===== config.mk =====
export PLATFORM = sky130hd
export DESIGN_NAME = uart_mem_ctrl_flat
export DESIGN_NICKNAME = d
export VERILOG_FILES = /design/src/rtl/uart_mem_ctrl_if.sv /design/src/rtl/uart_mem_ctrl.sv /design/src/flat_wrapper.sv
export SDC_FILE = /design/constraint.sdc
export NUM_CORES = 1
export LEC_CHECK = 0
export ABC_AREA = 1
export CORE_UTILIZATION = 50
export CTS_CLUSTER_SIZE = 25
export DETAILED_ROUTE_END_ITERATION = 6
export MAX_ROUTING_LAYER = met4
export PLACE_DENSITY = 0.8
export SETUP_SLACK_MARGIN = 0.15
export SYNTH_ARGS = -nofsm -noshare
export SYNTH_HDL_FRONTEND = slang
export SYNTH_SLANG_ARGS = --single-unit

===== constraint.sdc =====
create_clock -name clk -period 3 [get_ports clk]
set_input_delay 0.45 -clock clk [delete_from_list [all_inputs] [get_ports clk]]
set_output_delay 0.45 -clock clk [all_outputs]
set_load 0.02 [all_outputs]

===== src/rtl/uart_mem_ctrl_if.sv =====
// Bus bundle between the UART memory controller and its surroundings:
// mode controls, UART RX/TX byte streams, memory strobes and status flags.
interface uart_mem_ctrl_if #(
    parameter int ADDR_W = 8
);
    logic              uart_on;
    logic              uart_mode;
    logic              uart_ram_id;
    logic              rx_valid;
    logic [7:0]        rx_data;
    logic              tx_busy;
    logic              tx_start;
    logic [7:0]        tx_data;
    logic              mem_we;
    logic              mem_re;
    logic              mem_sel;
    logic [ADDR_W-1:0] mem_addr;
    logic [31:0]       mem_wdata;
    logic [31:0]       mem_rdata;
    logic              cpu_hold;
    logic              im_done;
    logic              dm_done;
    logic              dump_done;

    modport master (
        output uart_on, uart_mode, uart_ram_id, rx_valid, rx_data, tx_busy, mem_rdata,
        input  tx_start, tx_data, mem_we, mem_re, mem_sel, mem_addr, mem_wdata,
        input  cpu_hold, im_done, dm_done, dump_done
    );

    modport slave (
        input  uart_on, uart_mode, uart_ram_id, rx_valid, rx_data, tx_busy, mem_rdata,
        output tx_start, tx_data, mem_we, mem_re, mem_sel, mem_addr, mem_wdata,
        output cpu_hold, im_done, dm_done, dump_done
    );
endinterface


===== src/rtl/uart_mem_ctrl.sv =====
// Loads instruction/data memory from UART RX bytes (little-endian words) or
// dumps it to UART TX, holding the CPU in reset while the UART owns memory.
module uart_mem_ctrl #(
    parameter int ADDR_W   = 8,
    parameter int IM_WORDS = 10,
    parameter int DM_WORDS = 3
) (
    input logic           clk,
    input logic           reset,
    uart_mem_ctrl_if.slave bus
);

    localparam int MAX_WORDS = (IM_WORDS > DM_WORDS) ? IM_WORDS : DM_WORDS;
    localparam int CNT_W     = (MAX_WORDS > 1) ? $clog2(MAX_WORDS) : 1;

    typedef enum logic [2:0] {
        IDLE, LOAD, DUMP_RD, DUMP_LAT, DUMP_TX, DUMP_ARM, DUMP_WAIT, DONE
    } state_t;

    state_t            state_q, state_d;
    logic              sel_q, sel_d;
    logic              armed_q, armed_d;
    logic [ADDR_W-1:0] addr_q, addr_d;
    logic [CNT_W-1:0]  cnt_q, cnt_d;
    logic [1:0]        byte_q, byte_d;
    logic [31:0]       wdata_q, wdata_d;
    logic [31:0]       send_q, send_d;
    logic              mem_we_q, mem_we_d;
    logic              im_done_q, im_done_d;
    logic              dm_done_q, dm_done_d;
    logic              dump_done_q, dump_done_d;

    logic [CNT_W-1:0]  n_last;
    logic              last_word;

    assign n_last    = sel_q ? CNT_W'(DM_WORDS - 1) : CNT_W'(IM_WORDS - 1);
    assign last_word = (cnt_q == n_last);

    always_ff @(posedge clk or negedge reset) begin
        if (!reset) begin
            state_q     <= IDLE;
            sel_q       <= 1'b0;
            armed_q     <= 1'b0;
            addr_q      <= '0;
            cnt_q       <= '0;
            byte_q      <= 2'd0;
            wdata_q     <= 32'd0;
            send_q      <= 32'd0;
            mem_we_q    <= 1'b0;
            im_done_q   <= 1'b0;
            dm_done_q   <= 1'b0;
            dump_done_q <= 1'b0;
        end else begin
            state_q     <= state_d;
            sel_q       <= sel_d;
            armed_q     <= armed_d;
            addr_q      <= addr_d;
            cnt_q       <= cnt_d;
            byte_q      <= byte_d;
            wdata_q     <= wdata_d;
            send_q      <= send_d;
            mem_we_q    <= mem_we_d;
            im_done_q   <= im_done_d;
            dm_done_q   <= dm_done_d;
            dump_done_q <= dump_done_d;
        end
    end

    // armed_q records that uart_on was seen low, so a start needs a fresh 0->1.
    always_comb begin
        state_d     = state_q;
        sel_d       = sel_q;
        armed_d     = armed_q | ~bus.uart_on;
        addr_d      = addr_q;
        cnt_d       = cnt_q;
        byte_d      = byte_q;
        wdata_d     = wdata_q;
        send_d      = send_q;
        mem_we_d    = 1'b0;
        im_done_d   = im_done_q;
        dm_done_d   = dm_done_q;
        dump_done_d = dump_done_q;

        case (state_q)
            IDLE: begin
                if (bus.uart_on && armed_q) begin
                    armed_d = 1'b0;
                    sel_d   = bus.uart_ram_id;
                    addr_d  = '0;
                    cnt_d   = '0;
                    byte_d  = 2'd0;
                    if (bus.uart_mode) begin
                        dump_done_d = 1'b0;
                        state_d     = DUMP_RD;
                    end else begin
                        if (bus.uart_ram_id) dm_done_d = 1'b0;
                        else                 im_done_d = 1'b0;
                        state_d = LOAD;
                    end
                end
            end
            LOAD: begin
                if (mem_we_q) begin
                    addr_d = addr_q + ADDR_W'(1);
                    cnt_d  = cnt_q + CNT_W'(1);
                    if (last_word) begin
                        state_d = DONE;
                        if (sel_q) dm_done_d = 1'b1;
                        else       im_done_d = 1'b1;
                    end
                end
                // A byte landing in the write cycle already belongs to the next word.
                if (bus.rx_valid && !(mem_we_q && last_word)) begin
                    wdata_d[{byte_q, 3'b000} +: 8] = bus.rx_data;
                    byte_d = byte_q + 2'd1;
                    if (byte_q == 2'd3) mem_we_d = 1'b1;
                end
            end
            DUMP_RD:  state_d = DUMP_LAT;
            DUMP_LAT: begin
                send_d  = bus.mem_rdata;
                byte_d  = 2'd0;
                state_d = DUMP_TX;
            end
            DUMP_TX:  if (!bus.tx_busy) state_d = DUMP_ARM;
            DUMP_ARM: state_d = DUMP_WAIT;
            DUMP_WAIT: begin
                if (!bus.tx_busy) begin
                    if (byte_q == 2'd3) begin
                        byte_d = 2'd0;
                        if (last_word) begin
                            state_d     = DONE;
                            dump_done_d = 1'b1;
                        end else begin
                            addr_d  = addr_q + ADDR_W'(1);
                            cnt_d   = cnt_q + CNT_W'(1);
                            state_d = DUMP_RD;
                        end
                    end else begin
                        byte_d  = byte_q + 2'd1;
                        state_d = DUMP_TX;
                    end
                end
            end
            DONE: state_d = DONE;
            default: state_d = IDLE;
        endcase

        // Losing uart_on abandons the operation with status left as it was.
        if (state_q != IDLE && !bus.uart_on) begin
            state_d     = IDLE;
            mem_we_d    = 1'b0;
            byte_d      = 2'd0;
            addr_d      = addr_q;
            cnt_d       = cnt_q;
            im_done_d   = im_done_q;
            dm_done_d   = dm_done_q;
            dump_done_d = dump_done_q;
        end
    end

    assign bus.tx_start  = (state_q == DUMP_TX) && !bus.tx_busy && bus.uart_on;
    assign bus.tx_data   = (state_q == DUMP_TX) ? send_q[{byte_q, 3'b000} +: 8] : 8'h00;
    assign bus.mem_re    = (state_q == DUMP_RD) && bus.uart_on;
    assign bus.mem_we    = mem_we_q && bus.uart_on;
    assign bus.mem_sel   = sel_q;
    assign bus.mem_addr  = addr_q;
    assign bus.mem_wdata = wdata_q;
    assign bus.cpu_hold  = reset && (bus.uart_on || state_q != IDLE);
    assign bus.im_done   = im_done_q;
    assign bus.dm_done   = dm_done_q;
    assign bus.dump_done = dump_done_q;

endmodule


===== src/flat_wrapper.sv =====
// flat-port wrapper written by rule: the top's interface ports become plain ports
module uart_mem_ctrl_flat 
#(
    parameter int ADDR_W   = 8,
    parameter int IM_WORDS = 10,
    parameter int DM_WORDS = 3
)
  (clk, reset, bus_uart_on, bus_uart_mode, bus_uart_ram_id, bus_rx_valid, bus_rx_data, bus_tx_busy, bus_mem_rdata, bus_tx_start, bus_tx_data, bus_mem_we, bus_mem_re, bus_mem_sel, bus_mem_addr, bus_mem_wdata, bus_cpu_hold, bus_im_done, bus_dm_done, bus_dump_done);
  uart_mem_ctrl_if #(.ADDR_W(ADDR_W)) bus_i ();
  input logic clk;
  input logic reset;
  input wire logic [$bits(bus_i.uart_on)-1:0] bus_uart_on;
  input wire logic [$bits(bus_i.uart_mode)-1:0] bus_uart_mode;
  input wire logic [$bits(bus_i.uart_ram_id)-1:0] bus_uart_ram_id;
  input wire logic [$bits(bus_i.rx_valid)-1:0] bus_rx_valid;
  input wire logic [$bits(bus_i.rx_data)-1:0] bus_rx_data;
  input wire logic [$bits(bus_i.tx_busy)-1:0] bus_tx_busy;
  input wire logic [$bits(bus_i.mem_rdata)-1:0] bus_mem_rdata;
  output wire logic [$bits(bus_i.tx_start)-1:0] bus_tx_start;
  output wire logic [$bits(bus_i.tx_data)-1:0] bus_tx_data;
  output wire logic [$bits(bus_i.mem_we)-1:0] bus_mem_we;
  output wire logic [$bits(bus_i.mem_re)-1:0] bus_mem_re;
  output wire logic [$bits(bus_i.mem_sel)-1:0] bus_mem_sel;
  output wire logic [$bits(bus_i.mem_addr)-1:0] bus_mem_addr;
  output wire logic [$bits(bus_i.mem_wdata)-1:0] bus_mem_wdata;
  output wire logic [$bits(bus_i.cpu_hold)-1:0] bus_cpu_hold;
  output wire logic [$bits(bus_i.im_done)-1:0] bus_im_done;
  output wire logic [$bits(bus_i.dm_done)-1:0] bus_dm_done;
  output wire logic [$bits(bus_i.dump_done)-1:0] bus_dump_done;
  assign bus_i.uart_on = bus_uart_on;
  assign bus_i.uart_mode = bus_uart_mode;
  assign bus_i.uart_ram_id = bus_uart_ram_id;
  assign bus_i.rx_valid = bus_rx_valid;
  assign bus_i.rx_data = bus_rx_data;
  assign bus_i.tx_busy = bus_tx_busy;
  assign bus_i.mem_rdata = bus_mem_rdata;
  assign bus_tx_start = bus_i.tx_start;
  assign bus_tx_data = bus_i.tx_data;
  assign bus_mem_we = bus_i.mem_we;
  assign bus_mem_re = bus_i.mem_re;
  assign bus_mem_sel = bus_i.mem_sel;
  assign bus_mem_addr = bus_i.mem_addr;
  assign bus_mem_wdata = bus_i.mem_wdata;
  assign bus_cpu_hold = bus_i.cpu_hold;
  assign bus_im_done = bus_i.im_done;
  assign bus_dm_done = bus_i.dm_done;
  assign bus_dump_done = bus_i.dump_done;
  uart_mem_ctrl #(.ADDR_W(ADDR_W), .IM_WORDS(IM_WORDS), .DM_WORDS(DM_WORDS)) u_core (.clk(clk), .reset(reset), .bus(bus_i));
endmodule

==> run summary, run 1 <==
outcome - completed
Post-Syn Instances - 538
minimum clock period - 2.65 ns
residual DRC count - 0
Worst Reg-to-Reg Cells - 6
Iter 0 DRT Violations - 205
EDFF count, synth - 0
met2 GRT Util - 0.407
fraction of layout cells with a size suffix above 1 - 0.124
Setup Viol. Count Final - 0
routability congestion estimate - 0.899
antenna violations before repair - 0
busiest grt layer - met2
placed wire-length estimate - 8.08 mm
CP arrival - 2.20 ns
Area growth syn-to-layout - 29.0%
CTS max path bufs - 2
area share of the largest cell type after synthesis - 0.488
final count of hold timing violations - 0
Buffers on Ports - 102
Mapped Nets - 593
clock slew at reported path FFs - 0.10 ns
critical path type - flip-flop to output pin
Ys Warns - 0
ranking of synthesized cells by area - dfrtp_1 49%, nand2_1 13%, mux2_2 8.1%
number of nets in the layout - 695
DR pass1 iterations - 4
WL/cell - 14.5 um
mean area per synthesized cell - 8.30 sq um
row count - 34
Slowest cell on crit path - clkdlybuf4s50_1
Sw Ratio - 0.407
Gate power share - 0.430
max-cap viol count - 0
antenna viol nets, final - 0
Hold Path Class - input pin to async pin
fmax - 377 MHz
# IOs - 103
Clock Power Share - 0.174
Sink Count - 87
largest net degree at the start of global routing - 60
IR drop worst, VDD - 0.000407 V
CTS tree - yes
Die Y - 96.5 um
clock latency at the later pin of the worst-skew pair - 0.36 ns
n_diodes - 0
slowest stage delay, CP - 0.62 ns
net switching power figure - 1.77 mW
drt total wl - 10.9 mm
crit path launch type - flip-flop
Post-CTS Setup Bufs - 0
Async SR Flop Fraction - 1.00
vias in the first global route - 3826
CTS root buffer - clkbuf_8
routing usage on met1 - 0.337
top_reg_cell synth - dfrtp_1
r2r startpoint - u_core.byte_q[1]$_DFFE_PN0P_
critical path cell sequence - inv_1 -> o21ai_0 -> a21oi_1 -> clkdlybuf4s50_1
Synth Cell Area - 4470 sq um
count leader, synth - nand2_1
Lkg Pwr - 2.69 nW
Sequential Power Share - 0.396
Worst setup EP type - output pin
Die Span X - 96.5 um
core area - 8680 sq um
skew final - 0.0138 ns
global-route wire length before repair - 18.0 mm
PwrDens - 755 nW/um^2
Slew headroom - 0.489
crit-path max FO - 19
GR Util All Layers - 0.258
Final Cycle Share - 0.883
Cell variety after synth - 31
RSZ-0062 raised after global routing - false
DR vias - 3983
Req. time, crit path - 2.55 ns
CTS buffer count - 9
Max Slew Vio Count - 0
Critical Path Sink - bus_tx_data[4]
Die ar. - 9310 sq um
reg2reg end - u_core.bus.mem_wdata[23]$_DFFE_PN0P_
vias per cell - 5.29
Initial Util - 0.515
register bit count reported by yosys - 87
Util after Layout - 0.664
crit path launch - u_core.byte_q[0]$_DFFE_PN0P_
Fin Setup TNS - 0 ns
P_int - 2.58 mW
sequential share of the synthesized area - 0.488
M3 GR Usage - 0.0563
R2R setup slack - 0.71 ns
Worst Hold Slack - 0.122 ns
GRT overflow - 0
worst-margin pin slew - 0.766 ns
Tot Pwr - 4.35 mW
CTS H-Tree Depth - 3
largest area contributor in the netlist - dfrtp_1
top post-synthesis cells by count - 160 x nand2_1, 87 x dfrtp_1, 65 x nor2_1
per-stage QoR:
step	cell area, sq um	setup WS, ns	instances
finish	5760	0.350	753
CTS	5760	0.221	753
global placement	5580	0.641	737
global route	5760	0.157	753
detailed placement	5580	0.611	737
floorplan	4470	0.774	538
power by group through the flow:
| stage | Combinational, mW | Clock, mW | Sequential [mW] |
|---|---|---|---|
| global placement | 1.82 | 0 | 1.73 |
| detailed placement | 1.86 | 0 | 1.74 |
| global route | 2.08 | 0.825 | 1.76 |
| finish | 1.87 | 0.757 | 1.72 |
| floorplan | 1.28 | 0 | 1.75 |
| CTS | 1.87 | 0.771 | 1.72 |
sequential cells by signal, indices dropped and copies added, names as in the netlist:
signal and cells:
u_core.bus.mem_wdata 32, u_core.send_q 32, u_core.bus.mem_addr 8, u_core.cnt_q 4, u_core.state_q 3, u_core.byte_q 2, u_core.armed_q 1, u_core.bus.dm_done 1
u_core.bus.dump_done 1, u_core.bus.im_done 1, u_core.bus.mem_sel 1, u_core.mem_we_q 1
how the worst min path moves through the flow:
stage                                               startpoint                                   end  depth (start not counted)
final                                                    reset  u_core.bus.mem_wdata[19]$_DFFE_PN0P_                          2
after global routing                                     reset  u_core.bus.mem_wdata[19]$_DFFE_PN0P_                          2
after CTS                                                reset  u_core.bus.mem_wdata[21]$_DFFE_PN0P_                          2
after detailed placement  u_core.bus.mem_wdata[23]$_DFFE_PN0P_  u_core.bus.mem_wdata[23]$_DFFE_PN0P_                          2
after global placement    u_core.bus.mem_wdata[22]$_DFFE_PN0P_  u_core.bus.mem_wdata[22]$_DFFE_PN0P_                          2
after floorplan                                          reset              u_core.armed_q$_DFF_PN0_                          0
cell type report:
class                           count  area [sq um]
Fill cell                         772          2920
Inverter                           36           135
Timing Repair Buffer              109          1070
Tap cell                          108           135
Clock buffer                        9           124
Sequential cell                    87          2180
Multi-Input combinational cell    397          2060
Clock inverter                      7          56.3
layer usage:
layer / routed length [um] / vias up / share of wire
met4: 180 / 0 / 0.017
met2: 5190 / 136 / 0.48
met1: 4830 / 1886 / 0.44
met5: 0 / - / 0
met3: 696 / 19 / 0.064
li1: - / 1942 / -
kinds of logic after synthesis:
logic type               share of synthesized area
AND/OR/NAND/NOR                              0.303
flip-flops                                   0.488
buffers and inverters                       0.0510
AO/OA/AOI/OAI                               0.0457
multiplexers                                0.0807
adder cells (fa/ha/maj)                     0.0224
XOR/XNOR                                   0.00981
timing repair:
action / 4_1_cts / 5_1_grt
hold buffers: 0 / 0
endpoints found under the setup margin: 0 / 5
resized for setup: 0 / 1
cells in the final DEF (no fill, tap or decap), drive strengths merged, types with 2 or more instances in the layout:
cell / n
xnor2: 2
nand4: 5
dfrtp: 87
clkinv: 5
clkinvlp: 3
clkdlybuf4s50: 101
ha: 8
a21oi: 13
buf: 8
nor2: 73
inv: 35
nand2: 165
nand3: 52
xor2: 3
o21ai: 25
nor3: 14
mux2: 32
clkbuf: 9
critical path, delay by kind of cell (launching register included):
family                 cells  cell delay, ns
AOI/OAI and AO/OA          2            0.44
DFF                        1            0.40
buffers and inverters      2            1.01
Power figures use the tool's default switching activity.
==> run 2, diff against run 1 <==
--- a/config.mk
+++ b/config.mk
@@ -6,11 +6,12 @@
 export NUM_CORES = 1
 export LEC_CHECK = 0
 export ABC_AREA = 1
-export CORE_UTILIZATION = 50
+export CORE_UTILIZATION = 60
 export CTS_CLUSTER_SIZE = 25
 export DETAILED_ROUTE_END_ITERATION = 6
+export DONT_BUFFER_PORTS = 1
 export MAX_ROUTING_LAYER = met4
-export PLACE_DENSITY = 0.8
+export PLACE_DENSITY = 0.76
 export SETUP_SLACK_MARGIN = 0.15
 export SYNTH_ARGS = -nofsm -noshare
 export SYNTH_HDL_FRONTEND = slang
==> run 2 against run 1 <==
Net effect:
- the run now ends with hold timing left
- via count down 9.6%
- sequential share of layout area up 8.2 points
- sequential power up 6%
- clock-buffer cell count up 1
- total power down 5.5%
- combinational power down 20%
- worst hold slack worse by 0.14 ns
- critical endpoint is now bus_tx_start
==> run summary, run 2 (same netlist as run 1, synthesis figures left out) <==
outcome - finished, violations left
failing checks - hold timing
max-cap viol count - 0 (unchanged)
r2r startpoint - u_core.byte_q[1]$_DFFE_PN0P_
CTS tree - yes
fmax - 392 MHz (+3.8%)
Sequential Power Share - 0.444 (+0.048)
Worst setup EP type - output pin
CTS H-Tree Depth - 3 (unchanged)
Slew headroom - 0.472 (-0.0176)
area of the multi-input gates - 2060 sq um (unchanged)
Clock Power Share - 0.193 (+0.019)
routability congestion estimate - 0.900 (+0.18%)
Setup WS pre-CTS - 0.494 ns (-0.117 ns)
DR vias - 3602 (-9.6%)
clock latency at the later pin of the worst-skew pair - 0.36 ns (about the same)
drt total wl - 9.72 mm (-11%)
Die Y - 88.3 um (-8.5%)
Sink Count - 87 (unchanged)
crit path launch type - flip-flop
Worst Reg-to-Reg Cells - 6 (unchanged)
P_int - 2.38 mW (-7.6%)
FILL cells - 647 (-16%)
Final Cycle Share - 0.851 (-0.0323)
Lkg Pwr - 2.32 nW (-14%)
commonest cells after routing, fill and taps aside - 160 x nand2_1, 87 x dfrtp_1, 65 x nor2_1
Worst Hold Slack - -0.0155 ns (-0.137 ns)
GRT overflow - 0 (unchanged)
Sw Ratio - 0.420 (+0.0137)
fraction of layout cells with a size suffix above 1 - 0.139 (+0.0149)
Die ar. - 7790 sq um (-16%)
number of nets in the layout - 590 (-15%)
RSZ-0062 raised after global routing - false
residual DRC count - 0 (unchanged)
CTS buffer count - 9 (unchanged)
core area - 7210 sq um (-17%)
DR pass1 iterations - 5 (+1)
GR Util All Layers - 0.263 (+0.00486)
largest net degree at the start of global routing - 88 (+47%)
CP arrival - 2.10 ns (-0.10 ns)
net switching power figure - 1.73 mW (-2.3%)
vias in the first global route - 3316 (-13%)
Reg area - 2180 sq um (unchanged)
Initial Util - 0.619 (+0.104)
antenna violations before repair - 0 (unchanged)
antenna viol nets, final - 0 (unchanged)
WL/cell - 15.2 um (+5.2%)
n_diodes - 0 (unchanged)
crit-path max FO - 9 (-10)
# IOs - 103 (unchanged)
skew final - 0.0179 ns (+0.00415 ns)
Setup Viol. Count Final - 0 (unchanged)
Fin Setup TNS - 0 ns (unchanged)
critical path type - flip-flop to output pin
placed wire-length estimate - 7.05 mm (-13%)
PwrDens - 868 nW/um^2 (+15%)
commonest non-fill, non-tap cell in the layout - nand2_1
IR drop worst, VDD - 0.000508 V (+25%)
row count - 31 (-8.8%)
Iter 0 DRT Violations - 232 (+13%)
CTS max path bufs - 2 (unchanged)
reg2reg end - u_core.bus.mem_wdata[21]$_DFFE_PN0P_
Max Slew Vio Count - 0 (unchanged)
clock slew at reported path FFs - 0.10 ns (about the same)
vias per cell - 5.64 (+6.6%)
R2R setup slack - 0.46 ns (-0.25 ns)
worst-margin pin slew - 0.786 ns (+0.0204 ns)
Req. time, crit path - 2.55 ns (about the same)
Hold Path Class - input pin to async pin
final count of hold timing violations - 9 (+9)
Die Span X - 88.3 um (-8.5%)
Buffers on Ports - 0 (-100%)
minimum clock period - 2.55 ns (-0.0970 ns)
global-route wire length before repair - 15.2 mm (-15%)
post-route setup slack - 0.447 ns (+0.0970 ns)
CTS root buffer - clkbuf_8
Gate power share - 0.364 (-0.066)
Area growth syn-to-layout - 6.08%
[run 2: how the worst max path moves through the flow]
stage                                        startpoint  cells after the start  slack [ns]                                    to
after global placement     u_core.byte_q[1]$_DFFE_PN0P_                      6        0.59          u_core.byte_q[1]$_DFFE_PN0P_
after global routing       u_core.byte_q[1]$_DFFE_PN0P_                      6        0.17  u_core.bus.mem_wdata[20]$_DFFE_PN0P_
after CTS                 u_core.state_q[0]$_DFFE_PN0P_                      5        0.45                          bus_tx_start
after floorplan            u_core.byte_q[0]$_DFFE_PN0P_                      8        0.77   u_core.bus.mem_wdata[0]$_DFFE_PN0P_
after detailed placement   u_core.byte_q[1]$_DFFE_PN0P_                      6        0.49  u_core.bus.mem_wdata[23]$_DFFE_PN0P_
final                     u_core.state_q[2]$_DFFE_PN0P_                      4        0.45                          bus_tx_start
[run 2: through the flow]
step	hold WS [ns]	cells	utilization	power (mW)	cell area, sq um
2_1_floorplan	0.154	538	-	3.03	4470
3_3_place_gp	0.157	622	0.626	3.25	4520
3_5_place_dp	0.157	622	0.626	3.31	4520
4_1_cts	0.00336	639	0.657	4.12	4740
5_1_grt	0.0197	639	0.657	4.38	4740
6_report	-0.0155	639	0.657	4.11	4740
[run 2: layout make-up]
class	count	share of cell area
sequential	87	0.460
multi-input combinational	397	0.435
clock buffer	10	0.0291
inverter	36	0.0285
tap	99	0.0261
clock inverter	6	0.0111
timing repair buffer	4	0.0106
[run 2: what timing repair did]
action / in CTS / in global routing
endpoints found under the hold margin: 87 / 0
buffers inserted: 0 / 0
gates resized for setup: 0 / 0
hold buffers: 1 / 0
[run 2: worst max-delay path: stages (launching register included)]
cell      delay [ns]
dfrtp_1         0.51
inv_2           0.11
nor2_1          0.19
clkinv_1        0.30
nor3_1          0.65
[run 2: per-layer routing]
metal | vias up | routed length [um] | track usage
met4 | 0 | 172 | 0.0968
met1 | 1731 | 4160 | 0.334
met2 | 122 | 4650 | 0.408
met3 | 17 | 734 | 0.0662
met5 | - | 0 | -
li1 | 1732 | - | -
[run 2: power by group through the flow]
stage	Combinational [mW]	Clock (mW)	Sequential, mW
floorplan	1.28	0	1.75
global placement	1.42	0	1.83
detailed placement	1.46	0	1.85
CTS	1.49	0.801	1.82
global route	1.67	0.846	1.87
finish	1.50	0.792	1.83
==> run 3, diff against run 2 <==
==> constraint.sdc (replaced) <==
create_clock -name clk -period 3 [get_ports clk]
set_input_delay 0.45 -clock clk [delete_from_list [all_inputs] [get_ports clk]]
set_output_delay 0.45 -clock clk [all_outputs]
set_load 0.005 [all_outputs]
==> run 3 against run 2 <==
Net effect:
- the run still ends with hold timing left
- sequential cell count unchanged
- non-clock buffer count unchanged
- first-iteration DRC count rose by 38%
- via count decreased by 0.67%
- clock skew down 0.013 ns
- clock power is 2.9% lower
- die area unchanged
- combinational power fell by 4%
- utilization is 0.12 points lower
- fmax grew 0.44%
- routed wire length grew 0.35%
- total power down 3.4%
- critical path type is now flip-flop to flip-flop
- largest cell class unchanged
==> run summary, run 3 (same netlist as run 1, synthesis figures left out) <==
n_diodes - 0 (unchanged)
global-route wire length before repair - 15.5 mm (+1.8%)
fmax - 393 MHz (+0.44%)
# IOs - 103 (unchanged)
Iter 0 DRT Violations - 321 (+38%)
GRT overflow - 0 (unchanged)
clock latency at the later pin of the worst-skew pair - 0.37 ns (about the same)
net switching power figure - 1.60 mW (-7.6%)
Die ar. - 7790 sq um (unchanged)
CTS max path bufs - 2 (unchanged)
skew final - 0.00532 ns (-0.0126 ns)
GR Util All Layers - 0.269 (+0.00626)
vias in the first global route - 3241 (-2.3%)
RSZ-0062 raised after global routing - false
Die Y - 88.3 um (unchanged)
Sw Ratio - 0.402 (-0.0181)
Buffers on Ports - 0 (unchanged)
max-cap viol count - 0 (unchanged)
Initial Util - 0.619 (unchanged)
routability congestion estimate - 0.884 (-1.8%)
critical path cell sequence - clkinv_1 -> ha_1 -> clkinv_1 -> nor3_1 -> nand2_1 -> nand2_1
P_int - 2.37 mW (-0.38%)
Slowest cell on crit path - dfrtp_1
commonest non-fill, non-tap cell in the layout - nand2_1
Max Slew Vio Count - 0 (unchanged)
Clock Power Share - 0.194 (about the same)
WL/cell - 15.3 um (+0.35%)
vias per cell - 5.60 (-0.67%)
Sequential Power Share - 0.444 (about the same)
worst-margin pin slew - 0.833 ns (+0.0472 ns)
fraction of layout cells with a size suffix above 1 - 0.139 (unchanged)
critical path type - flip-flop to flip-flop
Fin Setup TNS - 0 ns (unchanged)
failing checks - hold timing
Area growth syn-to-layout - 5.88%
CTS H-Tree Depth - 3 (unchanged)
Critical Path Sink - u_core.bus.mem_wdata[16]$_DFFE_PN0P_
CP arrival - 2.85 ns (+0.75 ns)
minimum clock period - 2.54 ns (-0.0111 ns)
CTS buffer count - 9 (unchanged)
core area - 7210 sq um (unchanged)
CTS root buffer - clkbuf_8
crit path launch type - flip-flop
clock slew at reported path FFs - 0.09 ns (about the same)
Req. time, crit path - 3.31 ns (+0.76 ns)
placed wire-length estimate - 6.99 mm (-0.94%)
row count - 31 (unchanged)
antenna viol nets, final - 0 (unchanged)
crit-path max FO - 17 (+8)
final count of hold timing violations - 22 (+13)
slowest stage delay, CP - 0.59 ns (-0.06 ns)
commonest cells after routing, fill and taps aside - 160 x nand2_1, 87 x dfrtp_1, 65 x nor2_1
number of nets in the layout - 590 (unchanged)
Slew headroom - 0.440 (-0.0317)
Worst setup EP type - flip-flop
post-cts sizing count - 0 (unchanged)
Gate power share - 0.362 (-0.002)
Sink Count - 87 (unchanged)
r2r startpoint - u_core.byte_q[1]$_DFFE_PN0P_
Setup Viol. Count Final - 0 (unchanged)
residual DRC count - 0 (unchanged)
Die Span X - 88.3 um (unchanged)
Lkg Pwr - 2.32 nW (about the same)
CTS tree - yes
outcome - finished, violations left
DR vias - 3578 (-0.67%)
Worst Reg-to-Reg Cells - 6 (unchanged)
reg2reg end - u_core.bus.mem_wdata[16]$_DFFE_PN0P_
largest net degree at the start of global routing - 88 (unchanged)
Hold Path Class - input pin to async pin
Worst Hold Slack - -0.0115 ns (+0.00399 ns)
PwrDens - 840 nW/um^2 (-3.2%)
drt total wl - 9.76 mm (+0.35%)
Final Cycle Share - 0.847 (-0.00371)
R2R setup slack - 0.46 ns (about the same)
antenna violations before repair - 0 (unchanged)
Post-CTS Setup Bufs - 0 (unchanged)
IR drop worst, VDD - 0.000550 V (+8.3%)
crit path launch - u_core.byte_q[1]$_DFFE_PN0P_
DR pass1 iterations - 5 (unchanged)
run 3: cell types whose count changed in the layout (fill, tap and decap cells not counted), sizes merged:
cell	delta
inv	-2
clkinv	+3
clkinvlp	-1
run 3: timing repair:
action | CTS | global route
hold buffers | 1 | 0
hold endpoints to repair | 87 | 0
endpoints found under the setup margin | 0 | 0
run 3: layout make-up:
type	count	area, sq um
inverters	36	135
multi-input cells	397	2060
fillers	641	2490
well taps	99	124
repair buffers	4	50.0
clock inverters	6	43.8
clock buffers	10	138
flip-flops and latches	87	2180
run 3: per-layer routing:
layer	GRT usage	vias up	wire (um)
met5	-	-	0
met4	0.0953	0	132
met3	0.0625	11	691
met2	0.405	122	4680
met1	0.358	1710	4260
li1	-	1735	-
run 3: critical path, delay by kind of cell (launching register included):
family	cells	cell delay [ns]
flip-flops	1	0.59
adder cells (fa/ha/maj)	1	0.59
AND/OR/NAND/NOR	3	0.48
buffers and inverters	2	0.82
run 3: power by group through the flow:
| stage | clock [mW] | sequential (mW) | combinational (mW) |
|---|---|---|---|
| floorplan | 0 | 1.67 | 1.24 |
| global placement | 0 | 1.77 | 1.37 |
| detailed placement | 0 | 1.78 | 1.40 |
| CTS | 0.785 | 1.76 | 1.44 |
| global route | 0.836 | 1.80 | 1.63 |
| finish | 0.769 | 1.76 | 1.44 |
run 3: worst min-delay path by stage:
stage                from                              endpoint  slack, ns  cells after the start
finish              reset   u_core.bus.mem_wdata[8]$_DFFE_PN0P_      -0.01                      1
global route        reset  u_core.bus.mem_wdata[25]$_DFFE_PN0P_      0.006                      1
CTS                 reset  u_core.bus.mem_wdata[15]$_DFFE_PN0P_      0.001                      1
detailed placement  reset        u_core.bus.dm_done$_DFFE_PN0P_       0.16                      0
global placement    reset        u_core.bus.dm_done$_DFFE_PN0P_       0.16                      0
floorplan           reset              u_core.armed_q$_DFF_PN0_       0.15                      0
run 3: through the flow:
step,worst slack [ns],util,instances,total power [mW],area (sq um)
detailed placement,0.529,0.626,622,3.19,4520
floorplan,0.774,-,538,2.91,4470
CTS,0.510,0.655,639,3.98,4730
global placement,0.627,0.626,622,3.14,4520
global route,0.156,0.655,639,4.27,4730
finish,0.458,0.655,639,3.97,4730
